<file path="config.mk">
export PLATFORM = sky130hd
export DESIGN_NAME = cla_serial_adder
export DESIGN_NICKNAME = d
export VERILOG_FILES = /design/src/rtl/cla_pkg.sv /design/src/rtl/cla_byte_add.sv /design/src/rtl/cla_serial_adder.sv
export SDC_FILE = /design/constraint.sdc
export NUM_CORES = 1
export LEC_CHECK = 0
export BUFFER_PORTS_ARGS = -buffer_cell sky130_fd_sc_hd__buf_4
export CORE_MARGIN = 3
export CORE_UTILIZATION = 54
export DETAILED_ROUTE_END_ITERATION = 10
export PLACE_DENSITY = 0.79
export REMOVE_ABC_BUFFERS = 1
export SKIP_LAST_GASP = 1
export SYNTH_ARGS = -nofsm -noshare
export SYNTH_HDL_FRONTEND = slang
export SYNTH_SLANG_ARGS = --single-unit
</file>
<file path="constraint.sdc">
create_clock -name clk -period 2.1 [get_ports clk]
set_input_delay 0.525 -clock clk [delete_from_list [all_inputs] [get_ports clk]]
set_output_delay 0.525 -clock clk [all_outputs]
set_load 0.03 [all_outputs]
</file>
<file path="src/rtl/cla_pkg.sv">
`default_nettype none
// ============================================================================
// Module      : cla_pkg
// Description : Shared types, constants and the overflow helper for the
//               serial carry-lookahead adder.
// Revision    : 1.0 - initial release
// ============================================================================
package cla_pkg;

    localparam int BYTE_W = 8;

    typedef enum logic [1:0] {
        IDLE = 2'd0,
        RUN  = 2'd1,
        DONE = 2'd2
    } state_t;

    // Two's-complement overflow: operands share a sign that the result lacks.
    function automatic logic signed_ovf(input logic sign_a,
                                        input logic sign_b,
                                        input logic sign_s);
        return (sign_a == sign_b) && (sign_s != sign_a);
    endfunction

endpackage
`default_nettype wire

</file>
<file path="src/rtl/cla_byte_add.sv">
`default_nettype none
// ============================================================================
// Module      : cla_byte_add
// Description : 8-bit carry-lookahead adder slice (flat generate/propagate).
// Revision    : 1.0 - initial release
// ============================================================================
module cla_byte_add
    import cla_pkg::*;
(
    input  logic [BYTE_W-1:0] a,
    input  logic [BYTE_W-1:0] b,
    input  logic              cin,
    output logic [BYTE_W-1:0] sum,
    output logic              cout
);

    logic [BYTE_W-1:0] w_g;
    logic [BYTE_W-1:0] w_p;
    logic [BYTE_W:0]   w_c;

    assign w_g = a & b;
    assign w_p = a ^ b;

    // Each carry is a two-level sum of products over all lower bit positions.
    always_comb begin
        logic w_term;
        logic w_acc;
        w_c    = '0;
        w_c[0] = cin;
        for (int k = 1; k <= BYTE_W; k++) begin
            w_acc = cin;
            for (int m = 0; m < k; m++) begin
                w_acc = w_acc & w_p[m];
            end
            for (int j = 0; j < k; j++) begin
                w_term = w_g[j];
                for (int m = j + 1; m < k; m++) begin
                    w_term = w_term & w_p[m];
                end
                w_acc = w_acc | w_term;
            end
            w_c[k] = w_acc;
        end
    end

    assign sum  = w_p ^ w_c[BYTE_W-1:0];
    assign cout = w_c[BYTE_W];

endmodule
`default_nettype wire

</file>
<file path="src/rtl/cla_serial_adder.sv">
`default_nettype none
// ============================================================================
// Module      : cla_serial_adder
// Description : Multi-cycle W-bit add/subtract, one byte per cycle through a
//               single CLA slice, with valid/ready on operands and result.
// Revision    : 1.0 - initial release
// ============================================================================
module cla_serial_adder
    import cla_pkg::*;
#(
    parameter int NB = 4,
    localparam int W = BYTE_W * NB
) (
    input  logic         clk,
    input  logic         rst_n,
    input  logic         in_valid,
    output logic         in_ready,
    input  logic [W-1:0] a,
    input  logic [W-1:0] b,
    input  logic         cin,
    input  logic         sub,
    output logic         out_valid,
    input  logic         out_ready,
    output logic [W-1:0] sum,
    output logic         cout,
    output logic         ovf
);

    localparam int          CW   = (NB > 1) ? $clog2(NB) : 1;
    localparam logic [CW-1:0] LAST = CW'(NB - 1);

    state_t        state_q,     state_d;
    logic [CW-1:0] cnt_q,       cnt_d;
    logic [W-1:0]  a_sh_q,      a_sh_d;
    logic [W-1:0]  b_sh_q,      b_sh_d;
    logic          carry_q,     carry_d;
    logic          sign_a_q,    sign_a_d;
    logic          sign_b_q,    sign_b_d;
    logic [W-1:0]  sum_q,       sum_d;
    logic          cout_q,      cout_d;
    logic          ovf_q,       ovf_d;
    logic          out_valid_q, out_valid_d;

    logic [BYTE_W-1:0] w_slice_sum;
    logic              w_slice_cout;

    cla_byte_add u_slice (
        .a    (a_sh_q[BYTE_W-1:0]),
        .b    (b_sh_q[BYTE_W-1:0]),
        .cin  (carry_q),
        .sum  (w_slice_sum),
        .cout (w_slice_cout)
    );

    always_comb begin
        state_d     = state_q;
        cnt_d       = cnt_q;
        a_sh_d      = a_sh_q;
        b_sh_d      = b_sh_q;
        carry_d     = carry_q;
        sign_a_d    = sign_a_q;
        sign_b_d    = sign_b_q;
        sum_d       = sum_q;
        cout_d      = cout_q;
        ovf_d       = ovf_q;
        out_valid_d = out_valid_q;
        case (state_q)
            IDLE: begin
                if (in_valid) begin
                    a_sh_d   = a;
                    b_sh_d   = sub ? ~b : b;
                    carry_d  = sub ? 1'b1 : cin;
                    sign_a_d = a[W-1];
                    sign_b_d = sub ? ~b[W-1] : b[W-1];
                    cnt_d    = '0;
                    state_d  = RUN;
                end
            end
            RUN: begin
                // Bytes enter from the top so byte i settles at its own lane.
                sum_d   = {w_slice_sum, sum_q[W-1:BYTE_W]};
                a_sh_d  = a_sh_q >> BYTE_W;
                b_sh_d  = b_sh_q >> BYTE_W;
                carry_d = w_slice_cout;
                cnt_d   = cnt_q + 1'b1;
                if (cnt_q == LAST) begin
                    cnt_d       = '0;
                    cout_d      = w_slice_cout;
                    ovf_d       = signed_ovf(sign_a_q, sign_b_q, w_slice_sum[BYTE_W-1]);
                    out_valid_d = 1'b1;
                    state_d     = DONE;
                end
            end
            DONE: begin
                if (out_ready) begin
                    out_valid_d = 1'b0;
                    state_d     = IDLE;
                end
            end
            default: begin
                state_d     = IDLE;
                out_valid_d = 1'b0;
            end
        endcase
    end

    always_ff @(posedge clk or negedge rst_n) begin
        if (!rst_n) begin
            state_q     <= IDLE;
            cnt_q       <= '0;
            a_sh_q      <= '0;
            b_sh_q      <= '0;
            carry_q     <= 1'b0;
            sign_a_q    <= 1'b0;
            sign_b_q    <= 1'b0;
            sum_q       <= '0;
            cout_q      <= 1'b0;
            ovf_q       <= 1'b0;
            out_valid_q <= 1'b0;
        end else begin
            state_q     <= state_d;
            cnt_q       <= cnt_d;
            a_sh_q      <= a_sh_d;
            b_sh_q      <= b_sh_d;
            carry_q     <= carry_d;
            sign_a_q    <= sign_a_d;
            sign_b_q    <= sign_b_d;
            sum_q       <= sum_d;
            cout_q      <= cout_d;
            ovf_q       <= ovf_d;
            out_valid_q <= out_valid_d;
        end
    end

    assign in_ready  = (state_q == IDLE);
    assign out_valid = out_valid_q;
    assign sum       = sum_q;
    assign cout      = cout_q;
    assign ovf       = ovf_q;

endmodule
`default_nettype wire

</file>
==> impl_metrics.csv <==
group,metric,value,unit
sta,setup_viol,0,
synth,synth_top_family_by_area,"simple AND/OR/NAND/NOR gates",
synth,yosys.area.top_type_share,0.5446,
sta,tightest_slew,0.4993,ns
placement,dpl.cell_count,713,
finish,stdcell_count,730,
floorplanning,start_util,0.5585,
status,status,"finished, final reports clean",
synth,synth_xor_area_frac,0.06473,
clock_tree,cts_root_buffer,"clkbuf_8",
floorplanning,die_area,0.01020,mm²
power_and_ir_drop,swShare,0.4367,
placement,place_ws,0.03248,ns
finish,nets,698,
power_and_ir_drop,p_switching,4425,µW
detailed_routing,drt-total-wl,10800,µm
synth,synth_simple_gate_area_frac,0.1898,
global_route,grt_max_degree,48,
clock_tree,numCtsBuffers,9,
finish,final_area,0.006027,mm²
placement,dp_hpwl,7691,µm
detailed_routing,drtIter0Drc,158,
critical_path,arrival,2.22,ns
detailed_routing,firstDrtPassIters,4,
critical_path,worst-setup-path-type,"flip-flop to flip-flop",
floorplanning,die_h,101.0,µm
critical_path,reg2reg_depth,7,
finish,area_growth,23.73,%
synth,yosysUniqueCellTypes,32,
global_route,grt_pass1_vias,3825,
power_and_ir_drop,p_seq_frac,0.363,
sta,timing.final.crit_period,1.991,ns
synth,synthFlopType,"dfrtp_1",
critical_path,r2r_end,"sum[29]$_DFFE_PN0P_",
clock_tree,clkTransAtPathRegs,0.10,ns
power_and_ir_drop,p_int,5708,µW
sta,skew,0.01353,ns
sta,rsz0062_at_grt,"true",
power_and_ir_drop,p_per_area,1681,mW/mm²
finish,fin_util,0.6911,
min_path,hp-class,"input port to async pin",
global_route,grt_pass1_wl,17770,µm
detailed_routing,routedWlPerCell,14.79,µm
critical_path,cp-end-kind,"flip-flop",
sta,slew_violations,0,
detailed_routing,ant_nets,0,
detailed_routing,drc,0,
synth,yosys.area_share.adder,0.02980,
job,drv_cap,0,
synth,ys_seq_area_frac,0.5446,
floorplanning,rows,34,
clock_tree,cts_buffer_depth,2,
global_route,gr-total-overflow,0,
synth,netlist_area,0.004871,mm²
critical_path,regToRegSetupSlack,0.11,ns
detailed_routing,vias,3964,
critical_path,critPathMaxFanout,5,
synth,synth_most_common_cell,"nand2_1",
synth,yosys-top-cells-count,"165 x nand2_1, 106 x dfrtp_1, 52 x nor2_1",
critical_path,cp.required,2.33,ns
synth,synthArstFlopShare,1.000,
critical_path,timing.rr.start,"a_sh_q[0]$_DFFE_PN0P_",
power_and_ir_drop,combPwrFrac,0.508,
floorplanning,core_area,0.008721,mm²
clock_tree,h-tree-depth,3,
sta,fmax,502.3,MHz
clock_tree,cts_tree,"done",
power_and_ir_drop,leakagePower,0.002925,µW
sta,setup_ws,0.1092,ns
clock_tree,cts_sinks,106,
floorplanning,ios,106,
clock_tree,cts_hold_buf,0,
synth,yosys.area.top_type,"dfrtp_1",
placement,postPlaceCellArea,0.005789,mm²
sta,maxSlewHeadroom,0.6672,
synth,synthMuxAreaShare,0.004367,
synth,synth_edf_count,0,
synth,yosys-top-cells-area,"dfrtp_1 54%, nand2_1 13%, xnor2_1 6.1%, a221o_1 4.9%, nor2_1 4.0%",
synth,synth-seq-cells,106,
placement,gp_congestion,0.8544,
placement,portBuffers,105,
power_and_ir_drop,power_frac_clock,0.130,
sta,finalHoldViolations,0,
synth,yosysWarnings,0,
critical_path,start_kind,"flip-flop",
synth,synth_compound_area_frac,0.1369,
floorplanning,fp.dieW,101.0,µm
detailed_routing,viasPerCell,5.430,
sta,min_period_over_period,0.9480,
finish,diodes,0,
clock_tree,clk-insertion-delay-late,0.36,ns
synth,syn_avg_cell_area,9.313,µm²
synth,syn_inst,523,
power_and_ir_drop,irDropWorstVdd,0.0007116,V
global_route,track_usage,0.2174,
finish,final_layout_size_suffix_gt1_frac,0.2331,
global_route,antenna_found_initial,0,
[what timing repair did]
item,CTS,global route
resized for setup,0,2
setup endpoints to repair,0,6
setup buffers,0,1
[registers in the layout, indices dropped and copies added (netlist names)]
signal / cells
out_valid: 1
sign_a_q: 1
ovf: 1
sum: 32
cnt_q: 2
b_sh_q: 32
state_q: 2
a_sh_q: 32
cout: 1
sign_b_q: 1
carry_q: 1
[layout by cell type (no fill, tap or decap), types with 2 or more instances in the layout]
master / n
o211ai_1: 2
dfrtp_1: 106
buf_4: 117
clkinv_4: 2
ha_1: 9
o21ai_0: 29
clkbuf_8: 11
a31oi_1: 25
a21oi_1: 5
nand2b_1: 2
nand2_1: 164
o21a_1: 3
buf_12: 2
nor2_1: 52
a21o_1: 3
nand3_1: 8
o31ai_1: 2
xnor2_1: 34
xor2_1: 2
a221o_1: 24
clkinvlp_4: 2
[critical path, cell delays in order (launching register included)]
cell,delay (ns)
dfrtp_1,0.41
ha_1,0.31
ha_1,0.19
o211ai_1,0.23
a21oi_2,0.13
or3_2,0.45
nand2_1,0.07
o21ai_0,0.06
[logic make-up (layout without fill, tap and decap cells)]
kind of cell / count (synthesis) / after routing
mux: 2 / 2
buf+inv: 36 / 135
xor+xnor: 36 / 36
simple gates: 236 / 236
fa+ha+maj: 11 / 11
flops: 106 / 106
compound gates: 96 / 96
[area by class of cell]
type                       count  area, µm²
fill                         673       2694
sequential                   106       2653
multi-input combinational    381       2107
timing repair buffer         119      918.4
clock buffer                  11      151.4
tap                          108      135.1
clock inverter                 5      62.56
[power by group through the flow]
stage	Combinational, µW	Clock (µW)	Sequential [µW]
2_1_floorplan	2820	0	4110
3_3_place_gp	4930	0	3650
3_5_place_dp	5110	0	3700
4_1_cts	5130	1340	3670
5_1_grt	5720	1410	3780
6_report	5140	1310	3670
[routing by layer]
layer / wire length [µm] / global-route usage / vias up / share of wire
met4: 201 / 0.07566 / 0 / 0.019
li1: - / - / 1935 / -
met3: 532 / 0.03045 / 17 / 0.049
met1: 4537 / 0.2832 / 1910 / 0.42
met5: 0 / 0 / - / 0
met2: 5530 / 0.3727 / 102 / 0.51
[stage by stage]
stage	hold WS (ns)	setup TNS, ns	total power [µW]
finish	0.1096	0	10130
global route	0.1369	-0.01860	10920
CTS	0.1230	0	10130
detailed placement	0.4639	0	8812
global placement	0.4581	0	8579
floorplan	0.2294	-70.52	6925
[worst max-delay path by stage]
stage,endpoint,cells past startpoint,slack [ns],start
after detailed placement,ovf$_DFFE_PN0P_,7,0.03,a_sh_q[0]$_DFFE_PN0P_
after global routing,sum[29]$_DFFE_PN0P_,7,-0.01,a_sh_q[0]$_DFFE_PN0P_
final,sum[29]$_DFFE_PN0P_,7,0.11,a_sh_q[0]$_DFFE_PN0P_
after CTS,ovf$_DFFE_PN0P_,7,0.02,a_sh_q[0]$_DFFE_PN0P_
after global placement,sum[29]$_DFFE_PN0P_,7,0.1,a_sh_q[0]$_DFFE_PN0P_
after floorplan,b_sh_q[0]$_DFFE_PN0P_,3,-1.20,state_q[0]$_DFFE_PN0P_
Note: power is estimated with default switching activity, not from simulation.
